$ cat src/rtl/game_pkg.sv
// Shared types and constants for the cellular-automaton game controller.
package game_pkg;

  typedef enum logic [2:0] {
    IDLE  = 3'd0,
    LFSR  = 3'd1,
    LOAD  = 3'd2,
    PLAY  = 3'd3,
    PAUSE = 3'd4
  } statetype;

  localparam logic [63:0] DEFAULT_SEED_64 = 64'h0412_6424_0034_3C28;
  localparam logic [63:0] TAPS_64         = 64'hD800_0000_0000_0000;

endpackage

$ cat src/rtl/game_ctrl_lfsr_galois.sv
// lfsr_galois: right-shifting Galois LFSR with enable, re-init and an all-zero lock guard.
module lfsr_galois #(
  parameter int               WIDTH = 64,
  parameter logic [WIDTH-1:0] TAPS  = {WIDTH{1'b0}},
  parameter logic [WIDTH-1:0] INIT  = {{(WIDTH-1){1'b0}}, 1'b1}
) (
  input  logic             clk,
  input  logic             reset_n,
  input  logic             enable,
  input  logic             load_init,
  output logic [WIDTH-1:0] value
);

  logic [WIDTH-1:0] shifted;

  always_comb begin
    shifted = (value >> 1) ^ (value[0] ? TAPS : '0);
  end

  // Zero is a fixed point of the register, so it is replaced by INIT.
  always_ff @(posedge clk or negedge reset_n) begin
    if (!reset_n) begin
      value <= INIT;
    end else if (load_init) begin
      value <= INIT;
    end else if (enable) begin
      value <= (shifted == '0) ? INIT : shifted;
    end
  end

endmodule

$ cat src/rtl/game_ctrl.sv
// game_ctrl: seed/LFSR scramble, grid load and generation pacing for the game grid.
// Build macro GAME_CTRL_AUTOSTOP_EN: return to IDLE on the step reaching MAX_GEN.
module game_ctrl
  import game_pkg::*;
#(
  parameter int               WIDTH        = 64,
  parameter logic [WIDTH-1:0] DEFAULT_SEED = WIDTH'(DEFAULT_SEED_64),
  parameter logic [WIDTH-1:0] TAPS         = WIDTH'(TAPS_64),
  parameter int               GEN_DIV      = 25_000_000,
  parameter int               CNT_W        = 16,
  parameter int               MAX_GEN      = 1000
) (
  input  logic             clk,
  input  logic             reset_n,
  input  logic             start,
  input  logic             randomize,
  output logic [WIDTH-1:0] seed,
  output logic             load,
  output logic             step,
  output logic [CNT_W-1:0] gen_count,
  output logic [2:0]       state
);

  localparam int               DIV_W    = $clog2(GEN_DIV);
  localparam logic [DIV_W-1:0] DIV_LAST = DIV_W'(GEN_DIV - 1);
`ifdef GAME_CTRL_AUTOSTOP_EN
  localparam bit AUTOSTOP = 1'b1;
`else
  localparam bit AUTOSTOP = 1'b0;
`endif

  statetype         state_q, state_d;
  logic             start_q;
  logic [WIDTH-1:0] seed_q, seed_d;
  logic [DIV_W-1:0] div_q, div_d;
  logic [CNT_W-1:0] gen_q, gen_d;
  logic [WIDTH-1:0] lfsr_value;
  logic             lfsr_en;
  logic             start_rise;
  logic             div_last;

  assign start_rise = start & ~start_q;
  assign div_last   = (div_q == DIV_LAST);

  lfsr_galois #(
    .WIDTH (WIDTH),
    .TAPS  (TAPS),
    .INIT  (DEFAULT_SEED)
  ) u_lfsr (
    .clk       (clk),
    .reset_n   (reset_n),
    .enable    (lfsr_en),
    .load_init (1'b0),
    .value     (lfsr_value)
  );

  always_comb begin
    state_d = state_q;
    seed_d  = seed_q;
    div_d   = div_q;
    gen_d   = gen_q;
    lfsr_en = 1'b0;
    unique case (state_q)
      IDLE: begin
        lfsr_en = randomize;
        if (randomize) state_d = LFSR;
        else if (start_rise) state_d = LOAD;
      end
      LFSR: begin
        lfsr_en = randomize;
        if (!randomize) begin
          state_d = IDLE;
          seed_d  = lfsr_value;
        end
      end
      LOAD: begin
        div_d   = '0;
        gen_d   = '0;
        state_d = PLAY;
      end
      PLAY: begin
        // The step cycle always commits, even when leaving PLAY in the same cycle.
        if (div_last) begin
          div_d = '0;
          gen_d = gen_q + 1'b1;
        end else begin
          div_d = div_q + 1'b1;
        end
        if (randomize) state_d = IDLE;
        else if (start_rise) state_d = PAUSE;
        if (AUTOSTOP && div_last && (gen_d == CNT_W'(MAX_GEN))) state_d = IDLE;
      end
      PAUSE: begin
        if (randomize) state_d = IDLE;
        else if (start_rise) state_d = PLAY;
      end
      default: state_d = IDLE;
    endcase
  end

  always_ff @(posedge clk or negedge reset_n) begin
    if (!reset_n) begin
      state_q <= IDLE;
      start_q <= 1'b0;
      seed_q  <= DEFAULT_SEED;
      div_q   <= '0;
      gen_q   <= '0;
    end else begin
      state_q <= state_d;
      start_q <= start;
      seed_q  <= seed_d;
      div_q   <= div_d;
      gen_q   <= gen_q == gen_d ? gen_q : gen_d;
    end
  end

  // load/step are single-cycle pulses decoded from registered state only;
  // the grid samples them on the next rising clock edge, no acknowledge exists.
  assign load      = (state_q == LOAD);
  assign step      = (state_q == PLAY) && div_last;
  assign seed      = seed_q;
  assign gen_count = gen_q;
  assign state     = state_q;

endmodule

$ cat config.mk
export PLATFORM = sky130hd
export DESIGN_NAME = game_ctrl
export DESIGN_NICKNAME = d
export VERILOG_FILES = /design/src/rtl/game_pkg.sv /design/src/rtl/game_ctrl_lfsr_galois.sv /design/src/rtl/game_ctrl.sv
export SDC_FILE = /design/constraint.sdc
export NUM_CORES = 1
export LEC_CHECK = 0
export CORE_ASPECT_RATIO = 0.9
export CORE_MARGIN = 2
export CORE_UTILIZATION = 52
export CTS_BUF_LIST = sky130_fd_sc_hd__clkbuf_8
export CTS_CLUSTER_DIAMETER = 200
export DETAILED_ROUTE_END_ITERATION = 8
export PLACE_DENSITY = 0.79
export SETUP_SLACK_MARGIN = 0.02
export SYNTH_ARGS = -nofsm -noshare
export SYNTH_HDL_FRONTEND = slang
export SYNTH_SLANG_ARGS = --single-unit
$ cat constraint.sdc
create_clock -name clk -period 2.4 [get_ports clk]
set_input_delay 0.48 -clock clk [delete_from_list [all_inputs] [get_ports clk]]
set_output_delay 0.48 -clock clk [all_outputs]
set_load 0.01 [all_outputs]
==> flow_summary.toml, run 1 <==
[timing]
hold_viol = 0
clock.fmax_mhz = 358
fin_ws_ns = -0.397
tns_ns = -2.38
rsz0062_at_grt = "true"
fin_crit_ns = 2.80
whs_ns = 0.474
worst_pin_slew_ns = 0.931
setup_violations = 25
min_period_over_period_pct = 117
skew_ns = 0.0110
drv_slew = 0
relSlewSlack_pct = 37.4

[route]
drt_iter0_drc = 518
wl_um = 17500
drt-pass1-iter-count = 5
antenna_left = 0
drcViolationCount = 0
avgRoutedWirePerCell_um = 18.3
via_count = 5645
vias_per_cell = 5.89

[layout]
fin_nets = 759
areaGrowthSynthToFinish_pct = 28.7
fin_area_mm2 = 0.00968
layout.cells.non_filler = 958
diodes = 0
drive_gt1_share_pct = 35.3

[placed_design]
postPlaceCellArea_mm2 = 0.00909
place_hpwl_um = 11600
port_buffers = 88
gp_congestion = 0.857
place_inst = 919

[clock_network]
clkSlewWorstSetupHoldPaths_ns = 0.10
clockBufferDepth = 2
cts_sinks = 173
htreeDepth = 4
numCtsBuffers = 17
worstSkewPairLatency_ns = 0.47
root_buffer = "clkbuf_8"
cts_tree = "yes"

[logic_synthesis]
syn_nets = 618
avgSynthCellArea_um2 = 12.3
yosysMostFrequentCell = "dfrtp_1"
netlist-cell-type-count = 53
yosysSeqAreaShare_pct = 58.1
synth_warnings = 0
yosys-top-cells-count = "dfrtp_1, mux2_2, nand2_1, dfstp_2, clkbuf_1"
synth_edf_count = 0
ys_top_cells_by_area = "dfrtp_1, mux2_2, dfstp_2"
syn_area_mm2 = 0.00752
yosys_register_bits = 173
synth_top_area_share_pct = 46.2
synth_top_flop_cell = "dfrtp_1"
synth_top_cell_by_area = "dfrtp_1"
async_reset_ff_share_pct = 100
syn_inst = 611

[power_and_ir_drop]
power_mw = 10.5
p_leak_nw = 3.80
worst_ir_drop_vdd_mv = 0.740
p_per_area_mw_per_mm2 = 1090

[grt]
grt.total_usage_pct = 23.4
grt_pass1_wl_um = 28400
grt_pass1_vias = 5623
grt_max_degree = 65
grt_overflow = 0
antenna_found_initial = 0

[run]
cap_viol_max_count = 0

[floorplanning]
core-area_mm2 = 0.0141
num_io_pins = 89
num_rows = 41
die-area_mm2 = 0.0154
die_h_um = 118
die_w_um = 131
start_util_pct = 53.5

[worst_setup_path]
arrival_ns = 2.32
critical_path.slowest_cell = "or4_4"
cp_cell_sequence = "or4_1 -> or4_4 -> nor3_4 -> and2_1 -> buf_2"
endpoint_kind = "primary output"
crit_path_start = "div_q[15]"
reg2reg_from = "div_q[15]"
cp_max_fo = 2
criticalPathCategory = "flop to primary output"
slowest_delay_ns = 0.55
startpoint_type = "flop"
required_ns = 1.92

[run_status]
status = "finished with violations"
violations = "setup timing"

[min_path]
min-delay-path-class = "input pin to flop"
worstHoldStart = "start"
==> cells by family (layout without fill, tap and decap cells) <==
group	Yosys count	count (layout)	synth area share, %
AO/OA/AOI/OAI	94	94	9.01
buffers and inverters	42	196	2.31
multiplexers	108	108	16.1
adder cells (fa/ha/maj)	3	3	0.499
XOR/XNOR	6	6	0.698
flip-flops	173	173	58.1
AND/OR/NAND/NOR	185	185	13.2
==> through the flow <==
stage | utilization [%] | worst slack (ns)
2_1_floorplan | - | -0.0357
3_5_place_dp | 64.7 | -0.411
3_3_place_gp | 64.7 | -0.410
4_1_cts | 68.5 | -0.423
5_1_grt | 68.9 | -0.479
6_report | 68.9 | -0.397
==> final timing paths <==
| check | end | slack (ns) | cells after the start |
|---|---|---|---|
| setup / recovery | step | -0.40 | 5 |
| hold / removal | start_q | 0.47 | 1 |
| setup reg to reg | gen_count[14] | -0.17 | 7 |
| hold reg to reg | seed[9] | 0.51 | 1 |
| max in group asynchronous | seed[46] | 1.17 | 3 |
| min in group asynchronous | seed[23] | 0.54 | 2 |
==> per-layer routing <==
metal | global-route usage [%] | up-vias | routed length, um
li1 | - | 2563 | -
met1 | 33.1 | 2877 | 7900
met2 | 36.3 | 173 | 8580
met3 | 4.82 | 32 | 778
met4 | 8.11 | 0 | 280
met5 | 0 | - | 0
==> state kept, by name (all words and copies together) (netlist names) <==
name          flops
u_lfsr.value     64
div_q            25
state             3
start_q           1
gen_count        16
seed             64
==> report_power, final <==
part,switching (mW),leakage (nW),internal [mW]
sequential,0.867,1.98,4.14
clock,1.18,0.200,0.861
combinational,1.42,1.62,2.07
==> cells in the final DEF, fill, tap and decap left out, types with 6 or more instances in the layout <==
| cell | count |
|---|---|
| dfrtp_1 | 139 |
| mux2_2 | 107 |
| clkdlybuf4s50_1 | 86 |
| buf_4 | 55 |
| nand2_1 | 52 |
| dfstp_2 | 34 |
| nand3_1 | 27 |
| nor2_1 | 17 |
| nor4_1 | 17 |
| o22a_1 | 17 |
| clkbuf_8 | 17 |
| a31oi_1 | 15 |
| nand4_1 | 11 |
| o211ai_1 | 9 |
| a21oi_1 | 9 |
| buf_6 | 9 |
| inv_1 | 8 |
| o21ai_0 | 7 |
| nor3_1 | 6 |
| and3_1 | 6 |
| nand3b_1 | 6 |
| inv_6 | 6 |
==> final cells by class <==
| class | count | area, um^2 |
|---|---|---|
| clock inverters | 15 | 154 |
| fillers | 971 | 4370 |
| well taps | 193 | 241 |
| inverters | 7 | 26.3 |
| multi-input cells | 396 | 3170 |
| flip-flops and latches | 173 | 4370 |
| repair buffers | 157 | 1490 |
| clock buffers | 17 | 234 |
==> timing repair <==
item	in CTS	in global routing
hold buffers	1	0
endpoints found under the hold margin	47	0
gates resized for setup	29	14
pin swaps	14	8
endpoints found under the setup margin	45	38
setup buffers	5	1
==> critical path: cells and delay by family, from the launching register on <==
kind	cells	cell delay (ns)
buffers and inverters	1	0.13
DFF	1	0.39
and+or+nand+nor	4	1.34
(Power assumes the default switching activity.)
==> run 2, diff against run 1 <==
Settings changed: HOLD_SLACK_MARGIN from default to 0.08, REMOVE_ABC_BUFFERS from default to 1.
==> flow_summary.toml, run 2 (same netlist as run 1, synthesis figures left out) <==
[run_status]
status = "finished with violations"
violations = "setup timing"

[grt]
grt_max_degree = 72
grt_overflow = 0
grt_pass1_wl_um = 29000
antenna_found_initial = 0
grt_pass1_vias = 5648
grt.total_usage_pct = 23.7

[layout]
diodes = 0
multi_input_area_mm2 = 0.00320
drive_gt1_share_pct = 35.2
areaGrowthSynthToFinish_pct = 29.7
seqCellArea_mm2 = 0.00437
mostFrequentLayoutCell = "dfrtp_1"
layout_common_cells = "dfrtp_1, mux2_2, clkdlybuf4s50_1"
fin_nets = 758
nFillCells = 995

[power_and_ir_drop]
power_mw = 10.4
p_per_area_mw_per_mm2 = 1070
worst_ir_drop_vdd_mv = 0.435
p_leak_nw = 3.86

[clock_network]
clockBufferDepth = 2
numCtsBuffers = 17
cts_tree = "yes"
root_buffer = "clkbuf_8"
worstSkewPairLatency_ns = 0.45
cts_sinks = 173
htreeDepth = 4
clkSlewWorstSetupHoldPaths_ns = 0.08

[timing]
setup_violations = 37
min_period_over_period_pct = 117
relSlewSlack_pct = 51.8
clock.fmax_mhz = 357
worst_pin_slew_ns = 0.716
fin_crit_ns = 2.80
drv_slew = 0
hold_viol = 0
skew_ns = 0.0134
fin_ws_ns = -0.403
tns_ns = -6.73
rsz0062_at_grt = "true"

[route]
wl_um = 17200
via_count = 5630
drt-pass1-iter-count = 5
drt_iter0_drc = 437
avgRoutedWirePerCell_um = 17.9
antenna_left = 0
vias_per_cell = 5.88
drcViolationCount = 0

[worst_setup_path]
required_ns = 1.92
arrival_ns = 2.32
criticalPathCategory = "flop to primary output"
endpoint_kind = "primary output"
r2r_slack_ns = -0.30
cp_max_fo = 2
startpoint_type = "flop"

[floorplanning]
die_w_um = 131
core-area_mm2 = 0.0141
start_util_pct = 53.5
die-area_mm2 = 0.0154
num_io_pins = 89
num_rows = 41
die_h_um = 118

[run]
cap_viol_max_count = 0

[placed_design]
gp_congestion = 0.856
port_buffers = 88
place_hpwl_um = 11500

[min_path]
min-delay-path-class = "input pin to flop"
-- run 2: cell types whose count changed in the layout (fill, tap and decap cells not counted), moves of 3 or more --
| cell | change |
|---|---|
| inv_8 | -3 |
| inv_6 | -4 |
| nand3_2 | +4 |
| clkinv_2 | +3 |
| inv_1 | +4 |
| buf_4 | -6 |
| nand3_1 | -4 |
| buf_12 | +3 |
-- run 2: final timing paths --
| check | cells after the start | startpoint | end |
|---|---|---|---|
| setup / recovery | 5 | div_q[23] | step |
| hold / removal | 1 | start | start_q |
| setup reg to reg | 9 | div_q[23] | gen_count[12] |
| max in group asynchronous | 3 | reset_n | seed[34] |
| min in group asynchronous | 2 | reset_n | u_lfsr.value[59] |
| hold reg to reg | 1 | seed[32] | seed[32] |
-- run 2: final cells by class --
class                   count  share of cell area, %
flip-flops and latches    173                   44.8
multi-input cells         396                   32.8
repair buffers            156                   15.8
well taps                 193                   2.48
clock buffers              17                   2.40
clock inverters            15                   1.39
inverters                   7                  0.269
-- run 2: critical path, cell delays in order, from the launching register on --
cell,delay (ns)
dfrtp_1,0.38
or4bb_1,0.50
or4_4,0.56
nor3_4,0.17
and2_1,0.15
buf_2,0.13
-- run 2: through the flow --
stage                     setup slack, ns  cells  cell area, um^2  utilization, %  hold WS, ns
after floorplan                     -6.13    576             7380               -        0.184
after global placement             -0.470    915             9040            64.3        0.450
after detailed placement           -0.467    915             9040            64.3        0.455
after CTS                          -0.406    955             9640            68.6        0.456
after global routing               -0.493    957             9750            69.4        0.454
final                              -0.403    957             9750            69.4        0.492
-- run 2: repair_timing --
| item | in CTS | in global routing |
|---|---|---|
| buffers inserted | 5 | 2 |
| pin swaps | 12 | 19 |
| hold buffers | 1 | 0 |
| cloned | 2 | 0 |
| endpoints found under the hold margin | 38 | 0 |
| setup endpoints to repair | 21 | 41 |
| resized for setup | 34 | 23 |
-- run 2: power by group --
| part | internal, mW | total (mW) | switching, mW | leakage [nW] |
|---|---|---|---|---|
| clock | 0.907 | 1.92 | 1.01 | 0.202 |
| sequential | 4.14 | 5.01 | 0.875 | 1.98 |
| combinational | 2.09 | 3.46 | 1.37 | 1.67 |
-- run 2: per-layer routing --
| layer | routed length, um | global-route usage [%] |
|---|---|---|
| met1 | 7580 | 34.0 |
| met5 | 0 | 0 |
| met3 | 914 | 5.18 |
| met4 | 213 | 5.98 |
| met2 | 8450 | 36.9 |
